`config.mk`:
```
export PLATFORM = sky130hd
export DESIGN_NAME = regfile_wr_arbiter
export DESIGN_NICKNAME = d
export VERILOG_FILES = /design/src/rtl/regfile_pkg.sv /design/src/rtl/regfile_wr_fifo.sv /design/src/rtl/regfile_wr_arbiter.sv
export SDC_FILE = /design/constraint.sdc
export NUM_CORES = 1
export LEC_CHECK = 0
export ABC_AREA = 0
export CORE_UTILIZATION = 40
export CTS_CLUSTER_DIAMETER = 60
export DETAILED_ROUTE_END_ITERATION = 10
export GPL_TIMING_DRIVEN = 0
export PLACE_DENSITY = 0.69
export REMOVE_ABC_BUFFERS = 1
export SYNTH_ARGS = -nofsm -noshare
export SYNTH_HDL_FRONTEND = slang
export SYNTH_SLANG_ARGS = --single-unit
```
`constraint.sdc`:
```
create_clock -name clk -period 11.8 [get_ports clk]
set_clock_uncertainty 0.2 [all_clocks]
set_input_delay 1.18 -clock clk [delete_from_list [all_inputs] [get_ports clk]]
set_output_delay 1.18 -clock clk [all_outputs]
set_load 0.05 [all_outputs]
```
`src/rtl/regfile_pkg.sv`:
```
// Shared types and constants for the register-file write arbiter.
//   XLEN     : register data width
//   AW       : register address width
//   wr_req_t : one buffered register write {rd, data}
//   ZERO_REG : the hard-wired zero register, never written and never a hazard
package regfile_pkg;

  localparam int XLEN = 32;
  localparam int AW   = 5;

  typedef struct packed {
    logic [AW-1:0]   rd;
    logic [XLEN-1:0] data;
  } wr_req_t;

  localparam logic [AW-1:0] ZERO_REG = '0;

endpackage

```
`src/rtl/regfile_wr_fifo.sv`:
```
// Photon write buffer. Entries are kept compacted with the oldest entry in
// slot 0. Each cycle the surviving entries slide down, then any push lands
// in the first free slot.
//   clk, rst_n      : clock, synchronous active-low reset
//   push, push_req  : enqueue one write (caller guarantees !full)
//   pop             : drop the head (it was written this cycle)
//   inv_en, inv_rd  : kill every valid entry whose rd matches inv_rd
//   rs1, rs2        : source addresses for the hazard match
//   head            : oldest valid entry
//   empty, full     : occupancy flags
//   count           : number of valid entries
//   match_vec       : per-slot hit of rs1/rs2 against valid, nonzero rd
module regfile_wr_fifo
  import regfile_pkg::*;
#(
  parameter int DEPTH = 2
) (
  input  logic                   clk,
  input  logic                   rst_n,
  input  logic                   push,
  input  wr_req_t                push_req,
  input  logic                   pop,
  input  logic                   inv_en,
  input  logic [AW-1:0]          inv_rd,
  input  logic [AW-1:0]          rs1,
  input  logic [AW-1:0]          rs2,
  output wr_req_t                head,
  output logic                   empty,
  output logic                   full,
  output logic [$clog2(DEPTH):0] count,
  output logic [DEPTH-1:0]       match_vec
);

  localparam int IW = $clog2(DEPTH);
  localparam int CW = IW + 1;

  wr_req_t          mem_q [DEPTH];
  wr_req_t          mem_d [DEPTH];
  logic [DEPTH-1:0] valid_q, valid_d;
  logic [CW-1:0]    wr_idx;

  always_comb begin
    // NOTE: every variable written here is defaulted first, so no path can
    // leave one unassigned and infer a latch.
    mem_d   = mem_q;
    valid_d = '0;
    wr_idx  = '0;
    for (int i = 0; i < DEPTH; i++) begin
      if (valid_q[i] && !(pop && i == 0) &&
          !(inv_en && mem_q[i].rd == inv_rd)) begin
        mem_d[wr_idx[IW-1:0]]   = mem_q[i];
        valid_d[wr_idx[IW-1:0]] = 1'b1;
        wr_idx                  = wr_idx + CW'(1);
      end
    end
    // wr_idx reaches DEPTH only when every slot survived; DEPTH is a power of
    // two, so its top bit alone flags that.
    if (push && !wr_idx[IW]) begin
      mem_d[wr_idx[IW-1:0]]   = push_req;
      valid_d[wr_idx[IW-1:0]] = 1'b1;
    end
  end

  always_comb begin
    head  = mem_q[0];
    empty = !valid_q[0];
    full  = valid_q[DEPTH-1];
    count = CW'($countones(valid_q));
    for (int i = 0; i < DEPTH; i++) begin
      match_vec[i] = valid_q[i] && (mem_q[i].rd != ZERO_REG) &&
                     ((mem_q[i].rd == rs1) || (mem_q[i].rd == rs2));
    end
  end

  // NOTE: sequential state uses non-blocking assignments so every flop
  // samples the pre-edge value of its neighbours.
  always_ff @(posedge clk) begin
    if (!rst_n) valid_q <= '0;
    else        valid_q <= valid_d;
  end

  // NOTE: the payload array carries no reset; the valid bits alone decide
  // whether a slot means anything.
  always_ff @(posedge clk) begin
    mem_q <= mem_d;
  end

endmodule

```
`src/rtl/regfile_wr_arbiter.sv`:
```
// Shares the integer register-file write port between the core writeback
// stage (zero latency) and buffered photon coprocessor writes. Photon writes
// drain into idle cycles; a starvation counter forces a drain, stalling the
// core, once the FIFO head has been denied STARVE_LIMIT times in a row.
//   clk, Rst                     : clock, synchronous active-low reset
//   core_we/core_rd/core_wdata   : writeback write request
//   mem_hold                     : suppresses the core write this cycle
//   ph_valid/ph_ready/ph_rd/...  : photon write handshake and payload
//   rs1_adr, rs2_adr             : decode sources for the hazard check
//   rf_we/rf_waddr/rf_wdata      : register-file write port
//   core_stall                   : core write lost arbitration this cycle
//   ph_hazard                    : a decode source is pending in the FIFO
//   fifo_count                   : valid FIFO entries
module regfile_wr_arbiter
  import regfile_pkg::*;
#(
  parameter int DEPTH        = 2,
  parameter int STARVE_LIMIT = 4
) (
  input  logic                   clk,
  input  logic                   Rst,
  input  logic                   core_we,
  input  logic [AW-1:0]          core_rd,
  input  logic [XLEN-1:0]        core_wdata,
  input  logic                   mem_hold,
  input  logic                   ph_valid,
  output logic                   ph_ready,
  input  logic [AW-1:0]          ph_rd,
  input  logic [XLEN-1:0]        ph_wdata,
  input  logic [AW-1:0]          rs1_adr,
  input  logic [AW-1:0]          rs2_adr,
  output logic                   rf_we,
  output logic [AW-1:0]          rf_waddr,
  output logic [XLEN-1:0]        rf_wdata,
  output logic                   core_stall,
  output logic                   ph_hazard,
  output logic [$clog2(DEPTH):0] fifo_count
);

  localparam int SW = $clog2(STARVE_LIMIT + 1);

  logic [SW-1:0]          starve_q, starve_d;
  wr_req_t                push_req, head;
  logic                   fifo_empty, fifo_full, fifo_push;
  logic [$clog2(DEPTH):0] count;
  logic [DEPTH-1:0]       match_vec;
  logic                   core_req, starved, grant_ph, grant_core;

  always_comb begin
    // Everything visible is qualified by Rst so outputs are quiet while reset
    // is held, even before the first reset edge clears the state.
    core_req   = Rst && core_we && (core_rd != ZERO_REG) && !mem_hold;
    starved    = (starve_q == SW'(STARVE_LIMIT));
    grant_ph   = Rst && !fifo_empty && (!core_req || starved);
    grant_core = core_req && !grant_ph;
    core_stall = core_req && grant_ph;

    // Readiness comes from the pre-edge count, so a same-cycle drain never
    // frees a slot early.
    ph_ready   = Rst && !fifo_full;
    // Writes to the zero register are handshaken and silently dropped.
    fifo_push  = ph_valid && ph_ready && (ph_rd != ZERO_REG);
    push_req.rd   = ph_rd;
    push_req.data = ph_wdata;

    rf_we    = grant_ph || grant_core;
    rf_waddr = '0;
    rf_wdata = '0;
    if (grant_ph) begin
      rf_waddr = head.rd;
      rf_wdata = head.data;
    end else if (grant_core) begin
      rf_waddr = core_rd;
      rf_wdata = core_wdata;
    end

    ph_hazard  = Rst && (|match_vec);
    fifo_count = Rst ? count : '0;

    starve_d = starve_q;
    if (fifo_empty || grant_ph) starve_d = '0;
    else if (!starved)          starve_d = starve_q + SW'(1);
  end

  always_ff @(posedge clk) begin
    if (!Rst) starve_q <= '0;
    else      starve_q <= starve_d;
  end

  // A granted core write is younger than any buffered write to the same rd,
  // so those entries are killed rather than allowed to overwrite it later.
  regfile_wr_fifo #(.DEPTH(DEPTH)) u_fifo (
    .clk       (clk),
    .rst_n     (Rst),
    .push      (fifo_push),
    .push_req  (push_req),
    .pop       (grant_ph),
    .inv_en    (grant_core),
    .inv_rd    (core_rd),
    .rs1       (rs1_adr),
    .rs2       (rs2_adr),
    .head      (head),
    .empty     (fifo_empty),
    .full      (fifo_full),
    .count     (count),
    .match_vec (match_vec)
  );

endmodule

```
==> results of run 1 <==
==> area by class of cell <==
class,instances,share of cell area [%]
Multi-Input combinational cell,346,37.91
Sequential cell,79,30.17
Timing Repair Buffer,137,22.21
Clock buffer,9,3.482
Tap cell,143,2.766
Inverter,43,2.495
Clock inverter,7,0.9671
==> power breakdown <==
part,internal (mW),switching (mW)
clock network,0.162,0.108
registers,0.338,0.0381
logic,0.123,0.134
==> critical path, stage by stage <==
cell	delay, ps
clkdlybuf4s50_1	580
nor3_1	120
nand2_1	160
a31oi_4	250
buf_16	250
nor2_4	710
a22o_1	240
clkdlybuf4s50_1	830
==> worst max-delay path by stage <==
stage	start	endpoint	slack, ps	depth (start not counted)
6_report	core_rd[1]	rf_wdata[24]	6070	8
4_1_cts	core_rd[1]	rf_wdata[24]	6040	8
3_5_place_dp	Rst	u_fifo.mem_q[31]$_DFFE_PP_	6000	12
2_1_floorplan	mem_hold	u_fifo.mem_q[0]$_DFFE_PP_	2260	8
3_3_place_gp	Rst	u_fifo.mem_q[4]$_DFFE_PP_	-2240	10
5_1_grt	core_rd[1]	rf_wdata[24]	5870	8
==> cells by family after synthesis <==
kind of cell,Yosys count
and+or+nand+nor,182
AOI/OAI and AO/OA,128
buffers and inverters,91
DFF,79
xor gates and xnor gates,30
adders and majority gates,5
muxes,1
==> state kept, by name, indices dropped and copies added (netlist names) <==
signal / count
u_fifo.valid_q: 2
u_fifo.head: 37
u_fifo.mem_q: 37
starve_q: 3
==> cells in the final DEF (no fill, tap or decap), drive strengths merged <==
| master | instances |
|---|---|
| o21ai | 4 |
| nor2b | 39 |
| xnor2 | 16 |
| clkinvlp | 1 |
| nor2 | 6 |
| clkdlybuf4s50 | 131 |
| clkbuf | 9 |
| clkinv | 4 |
| a22o | 37 |
| xor2 | 14 |
| bufinv | 1 |
| a31oi | 1 |
| o31ai | 1 |
| a32oi | 37 |
| mux2i | 1 |
| a211o | 36 |
| o41a | 1 |
| a31o | 1 |
| a211oi | 1 |
| a21oi | 4 |
| and3 | 5 |
| o211a | 1 |
| and4bb | 1 |
| nor3 | 6 |
| buf | 6 |
| edfxtp | 37 |
| or4 | 2 |
| nand2 | 42 |
| nand3 | 41 |
| a21o | 1 |
| nand4 | 2 |
| ha | 5 |
| o21a | 3 |
| nand3b | 2 |
| inv | 44 |
| and2 | 36 |
| dfxtp | 42 |
==> per-stage QoR <==
stage          setup TNS, ps  setup slack [ps]  instances  power [mW]
2_1_floorplan              0              2263        468      0.5423
3_5_place_dp               0              5999        748      0.6386
5_1_grt                    0              5867        764      0.9556
3_3_place_gp         -180830             -2243        742      0.6258
6_report                   0              6074        764      0.9039
4_1_cts                    0              6043        764      0.9118
==> routing by layer <==
| layer | up-vias | global-route usage [%] | wire length, um | part of all wire [%] |
|---|---|---|---|---|
| met3 | 23 | 5.269 | 839 | 7.0 |
| met1 | 1968 | 26.88 | 5482 | 45 |
| met5 | - | 0 | 0 | 0 |
| met2 | 145 | 30.52 | 5508 | 46 |
| li1 | 2067 | - | - | - |
| met4 | 0 | 7.378 | 226 | 1.9 |
==> cells in the mapped netlist (all sizes together), types with 16 or more instances <==
library cell  count
a32oi            37
nand3            41
and2             36
nand2            42
xnor2            16
a22o             37
buf              18
a211o            36
dfxtp            42
nor2b            39
edfxtp           37
clkbuf           30
inv              43
==> flow_summary_export.csv, run 1 <==
group,metric,value,unit
logic_synthesis,synth-edff-count,37,
logic_synthesis,ys_top_cells_by_area,"edfxtp_1 24%, dfxtp_1 18%, a22o_1 6.9%",
clocking,path_clk_slew,60,ps
setup_path,critPathKind,"in2out",
logic_synthesis,yosys.area_share.xor_xnor,5.575,%
logic_synthesis,yosysSeqAreaShare,41.41,%
logic_synthesis,syn-cell-area,4713,um2
setup_path,reg2reg_setup_slack,7590,ps
grt,grt_pass1_vias,4001,
hold_path,hold_end,"starve_q[0]$_SDFFE_PP0N_",
clocking,cts_sinks,79,
logic_synthesis,synth_cells,516,
logic_synthesis,ys_warn_count,0,
logic_synthesis,yosysTopAreaCellShare,23.57,%
timing,relSlewSlack,37.41,%
clocking,insertion_delay,330,ps
grt,antenna_found_initial,0,
detailed_routing,vias_per_cell,5.501,
die,rows,39,
detailed_routing,vias,4203,
clocking,clock_path_buffers,2,
job,cap_violations,0,
timing,fmax,174.7,MHz
setup_path,path_max_fanout,37,
die,die_w,110.6,um
setup_path,cp-end-kind,"output port",
die,die_h,110.6,um
cells_and_area,final_net_count,710,
clocking,hold_buffers,0,
timing,holdWs,345.5,ps
cells_and_area,filler_cell_count,1028,
power_and_ir_drop,cellPowerDensity,139.7,nW/um2
clocking,cts_setup_buffers,0,
logic_synthesis,async_flop_share,0,%
hold_path,min_from,"starve_q[0]$_SDFFE_PP0N_",
timing,hold_violations,0,
detailed_routing,drt_pass1_iterations,4,
clocking,cts-resized-gates,0,
cells_and_area,seq_area,1952,um2
cells_and_area,final_area,6469,um2
detailed_routing,wirelength,12.06,mm
setup_path,crit_arrival,4350,ps
logic_synthesis,ys.flop_type,"dfxtp_1",
detailed_routing,drtIter0Drc,200,
logic_synthesis,avgSynthCellArea,9.134,um2
die,io_pins,132,
die,start_util,41.10,%
status,run_status,"complete, no violations",
timing,min_period_over_period,48.52,%
timing,slew_viol_final,0,
hold_path,holdPathStages,2,
place,placed_cell_area,6181,um2
detailed_routing,drtAntennaViolNets,0,
timing,worst_pin_slew,938.9,ps
detailed_routing,drc,0,
clocking,cts_made_buffers,9,
detailed_routing,avgRoutedWirePerCell,15.78,um
setup_path,required,10420,ps
place,hpwl,7.892,mm
cells_and_area,diodes,0,
cells_and_area,post-route-util,56.41,%
grt,grt_usage,19.92,%
clocking,cts_tree,"done",
timing,min_period,5726,ps
place,place_congestion,0.8900,
logic_synthesis,synth_fa_ha_area_share,1.327,%
timing,finalSetupViolCount,0,
logic_synthesis,synth_cell_types,35,
grt,grt_pass1_wl,19.92,mm
logic_synthesis,synth_top_family_by_area,"compound AO/OA/AOI/OAI gates",
cells_and_area,area_growth,37.24,%
die,core,11470,um2
setup_path,reg2reg_from,"u_fifo.head[32]$_DFF_P_",
logic_synthesis,synth-simple-area-share,20.60,%
logic_synthesis,synth_compound_area_share,23.02,%
cells_and_area,multi_input_area,2452,um2
power_and_ir_drop,ir_drop,0.06593,mV
logic_synthesis,muxShareOfSynthArea,0.2124,%
timing,rsz0062_at_grt,"false",
clocking,root_buffer,"clkbuf_16",
logic_synthesis,synth_area_leader_cell,"edfxtp_1",
grt,grt_max_degree,77,
cells_and_area,drive_gt1_share,4.348,%
clocking,htreeDepth,3,
power_and_ir_drop,p_leak,2.607,nW
place,portBuffers,131,
hold_path,min_path_type,"reg2reg",
logic_synthesis,synth_seq_cells,79,
setup_path,timing.rr.end,"u_fifo.mem_q[13]$_DFFE_PP_",
grt,grt-ovfl-total,0,
die,die_area,12220,um2
setup_path,reg2reg_depth,11,
setup_path,startpoint_type,"input port",
No activity file was read; power rests on OpenSTA's default activity.
==> run 2, diff against run 1 <==
==> constraint.sdc (replaced) <==
create_clock -name clk -period 5.7 [get_ports clk]
set_clock_uncertainty 0.2 [all_clocks]
set_input_delay 0.57 -clock clk [delete_from_list [all_inputs] [get_ports clk]]
set_output_delay 0.57 -clock clk [all_outputs]
set_load 0.05 [all_outputs]
==> results of run 2 <==
Same layout as run 1 (identical final DEF). Status: complete, no violations.
Among the figures that moved: setup slack after placement 5999 ps -> 508.8 ps; setup slack after layout 6074 ps -> 879.6 ps; start point of the critical path core_rd[1] -> Rst; end point of the critical path rf_wdata[24] -> u_fifo.mem_q[13]$_DFFE_PP_; register-to-register setup slack 7590 ps -> 1490 ps; total power 0.9039 mW -> 1.871 mW; worst IR drop on VDD 0.06593 mV -> 0.1365 mV
==> run 3, diff against run 2 <==
==> constraint.sdc (replaced) <==
create_clock -name clk -period 4.86 [get_ports clk]
set_clock_uncertainty 0.2 [all_clocks]
set_input_delay 0.486 -clock clk [delete_from_list [all_inputs] [get_ports clk]]
set_output_delay 0.486 -clock clk [all_outputs]
set_load 0.05 [all_outputs]
==> run 3 against run 2 <==
  * Sequential share of layout area shrank 0.18 points
  * Non-clock buffer count increased by 3
  * Worst setup slack worse by 630 ps
  * Combinational power is 19% higher
  * Via count is 2.9% higher
  * Sequential cell count is the same
  * Sequential power rose by 17%
  * Die area stayed put
  * Wire length increased by 6.0%
  * Critical path type unchanged
==> flow_summary_export.csv, run 3 (synthesized netlist as in run 1, its figures left out) <==
group,metric,value,unit
detailed_routing,drtIter0Drc,224,
grt,grt-ovfl-total,0,
timing,finalSetupViolCount,0,
clocking,cts_made_buffers,9,
clocking,hold_buffers,0,
timing,rsz0062_at_grt,"false",
setup_path,cp-end-kind,"flop",
cells_and_area,diodes,0,
setup_path,crit_end,"u_fifo.mem_q[27]$_DFFE_PP_",
grt,grt_pass1_vias,4001,
place,place_congestion,0.8900,
detailed_routing,drc,0,
timing,min_period_over_period,94.92,%
setup_path,crit_arrival,4380,ps
power_and_ir_drop,cellPowerDensity,338.3,nW/um2
setup_path,timing.rr.end,"u_fifo.mem_q[27]$_DFFE_PP_",
timing,min_period,4613,ps
die,core,11470,um2
hold_path,min_path_type,"reg2reg",
power_and_ir_drop,ir_drop,0.1598,mV
detailed_routing,vias,4323,
detailed_routing,vias_per_cell,5.622,
timing,fmax,216.8,MHz
cells_and_area,final_net_count,715,
cells_and_area,area_growth,38.07,%
timing,hold_violations,0,
grt,antenna_found_initial,0,
die,rows,39,
timing,relSlewSlack,33.93,%
setup_path,reg2reg_from,"u_fifo.head[32]$_DFF_P_",
cells_and_area,layout_common_cells,"131 x clkdlybuf4s50_1, 43 x inv_1, 42 x nand2_1, 42 x dfxtp_1, 41 x nand3_1",
cells_and_area,drive_gt1_share,5.112,%
die,start_util,41.10,%
clocking,cts_tree,"done",
power_and_ir_drop,p_leak,2.628,nW
cells_and_area,fin_cells,769,
detailed_routing,drt_pass1_iterations,5,
setup_path,reg2reg_depth,10,
clocking,clock_path_buffers,2,
clocking,root_buffer,"clkbuf_16",
grt,grt_usage,19.92,%
grt,grt_max_degree,77,
status,run_status,"complete, no violations",
cells_and_area,final_area,6507,um2
place,dp_cells,748,
cells_and_area,final_common_cell,"clkdlybuf4s50_1",
die,io_pins,132,
die,die_h,110.6,um
setup_path,reg2reg_setup_slack,790,ps
cells_and_area,multi_input_area,2469,um2
detailed_routing,wirelength,12.78,mm
die,die_area,12220,um2
timing,worst_pin_slew,991.1,ps
detailed_routing,drtAntennaViolNets,0,
setup_path,crit_path_start,"Rst",
place,portBuffers,131,
timing,postLayoutSetupSlackWorst,247.0,ps
setup_path,required,4620,ps
setup_path,path_max_fanout,47,
place,placed_cell_area,6181,um2
clocking,htreeDepth,3,
die,die_w,110.6,um
cells_and_area,filler_cell_count,1024,
clocking,insertion_delay,330,ps
setup_path,startpoint_type,"input port",
place,dp_slack,-247.2,ps
setup_path,critPathKind,"in2reg",
clocking,cts_sinks,79,
place,hpwl,7.892,mm
grt,grt_pass1_wl,19.92,mm
detailed_routing,avgRoutedWirePerCell,16.62,um
job,cap_violations,0,
cells_and_area,seq_area,1952,um2
clocking,path_clk_slew,60,ps
timing,slew_viol_final,0,
==> run 3: per-stage QoR <==
stage | hold WS [ps] | power [mW] | TNS, ps | utilization, %
2_1_floorplan | 301.7 | 1.317 | -400510 | -
3_3_place_gp | 314.4 | 1.520 | -999660 | 52.28
3_5_place_dp | 330.8 | 1.551 | -14600 | 53.90
4_1_cts | 347.6 | 2.214 | 0 | 56.41
5_1_grt | 378.7 | 2.329 | 0 | 56.75
6_report | 345.5 | 2.202 | 0 | 56.75
==> run 3: cell type report <==
cell class,instances,area share (%)
Multi-Input combinational cell,348,37.94
Sequential cell,79,29.99
Timing Repair Buffer,140,22.42
Clock buffer,9,3.461
Tap cell,143,2.749
Inverter,43,2.480
Clock inverter,7,0.9614
==> run 3: worst max-delay path, stage by stage <==
cell and delay (ps):
clkdlybuf4s50_1 680, nand3b_1 160, a21o_1 290, o41a_2 790, buf_12 290, nand2_1 110
inv_1 60, ha_1 190, and4bb_2 390, o21ai_0 260, nor2_2 650
==> run 3: routing by layer <==
layer  global-route usage (%)  up-vias  share of wire [%]
met3                    5.269       19                6.8
met1                    26.88     2058                 45
li1                         -     2085                  -
met5                        0        -                  0
met2                    30.52      161                 46
met4                    7.378        0                1.7
==> run 3: what timing repair did <==
action | 4_1_cts | 5_1_grt
setup buffers | 0 | 3
endpoints found under the setup margin | 0 | 78
resized for setup | 0 | 0
==> run 3: worst min path at each step <==
stage / from / to / slack [ps] / cells after the start
final: starve_q[0]$_SDFFE_PP0N_ / starve_q[0]$_SDFFE_PP0N_ / 350 / 2
after global routing: starve_q[0]$_SDFFE_PP0N_ / starve_q[0]$_SDFFE_PP0N_ / 380 / 2
after CTS: starve_q[0]$_SDFFE_PP0N_ / starve_q[0]$_SDFFE_PP0N_ / 350 / 2
after detailed placement: starve_q[0]$_SDFFE_PP0N_ / starve_q[0]$_SDFFE_PP0N_ / 330 / 2
after global placement: starve_q[0]$_SDFFE_PP0N_ / starve_q[0]$_SDFFE_PP0N_ / 310 / 2
after floorplan: starve_q[0]$_SDFFE_PP0N_ / starve_q[0]$_SDFFE_PP0N_ / 300 / 2
==> run 3: power breakdown <==
group,switching (mW),leakage (nW),internal (mW)
registers,0.0932,0.649,0.821
clock network,0.259,0.138,0.393
logic,0.333,1.84,0.301
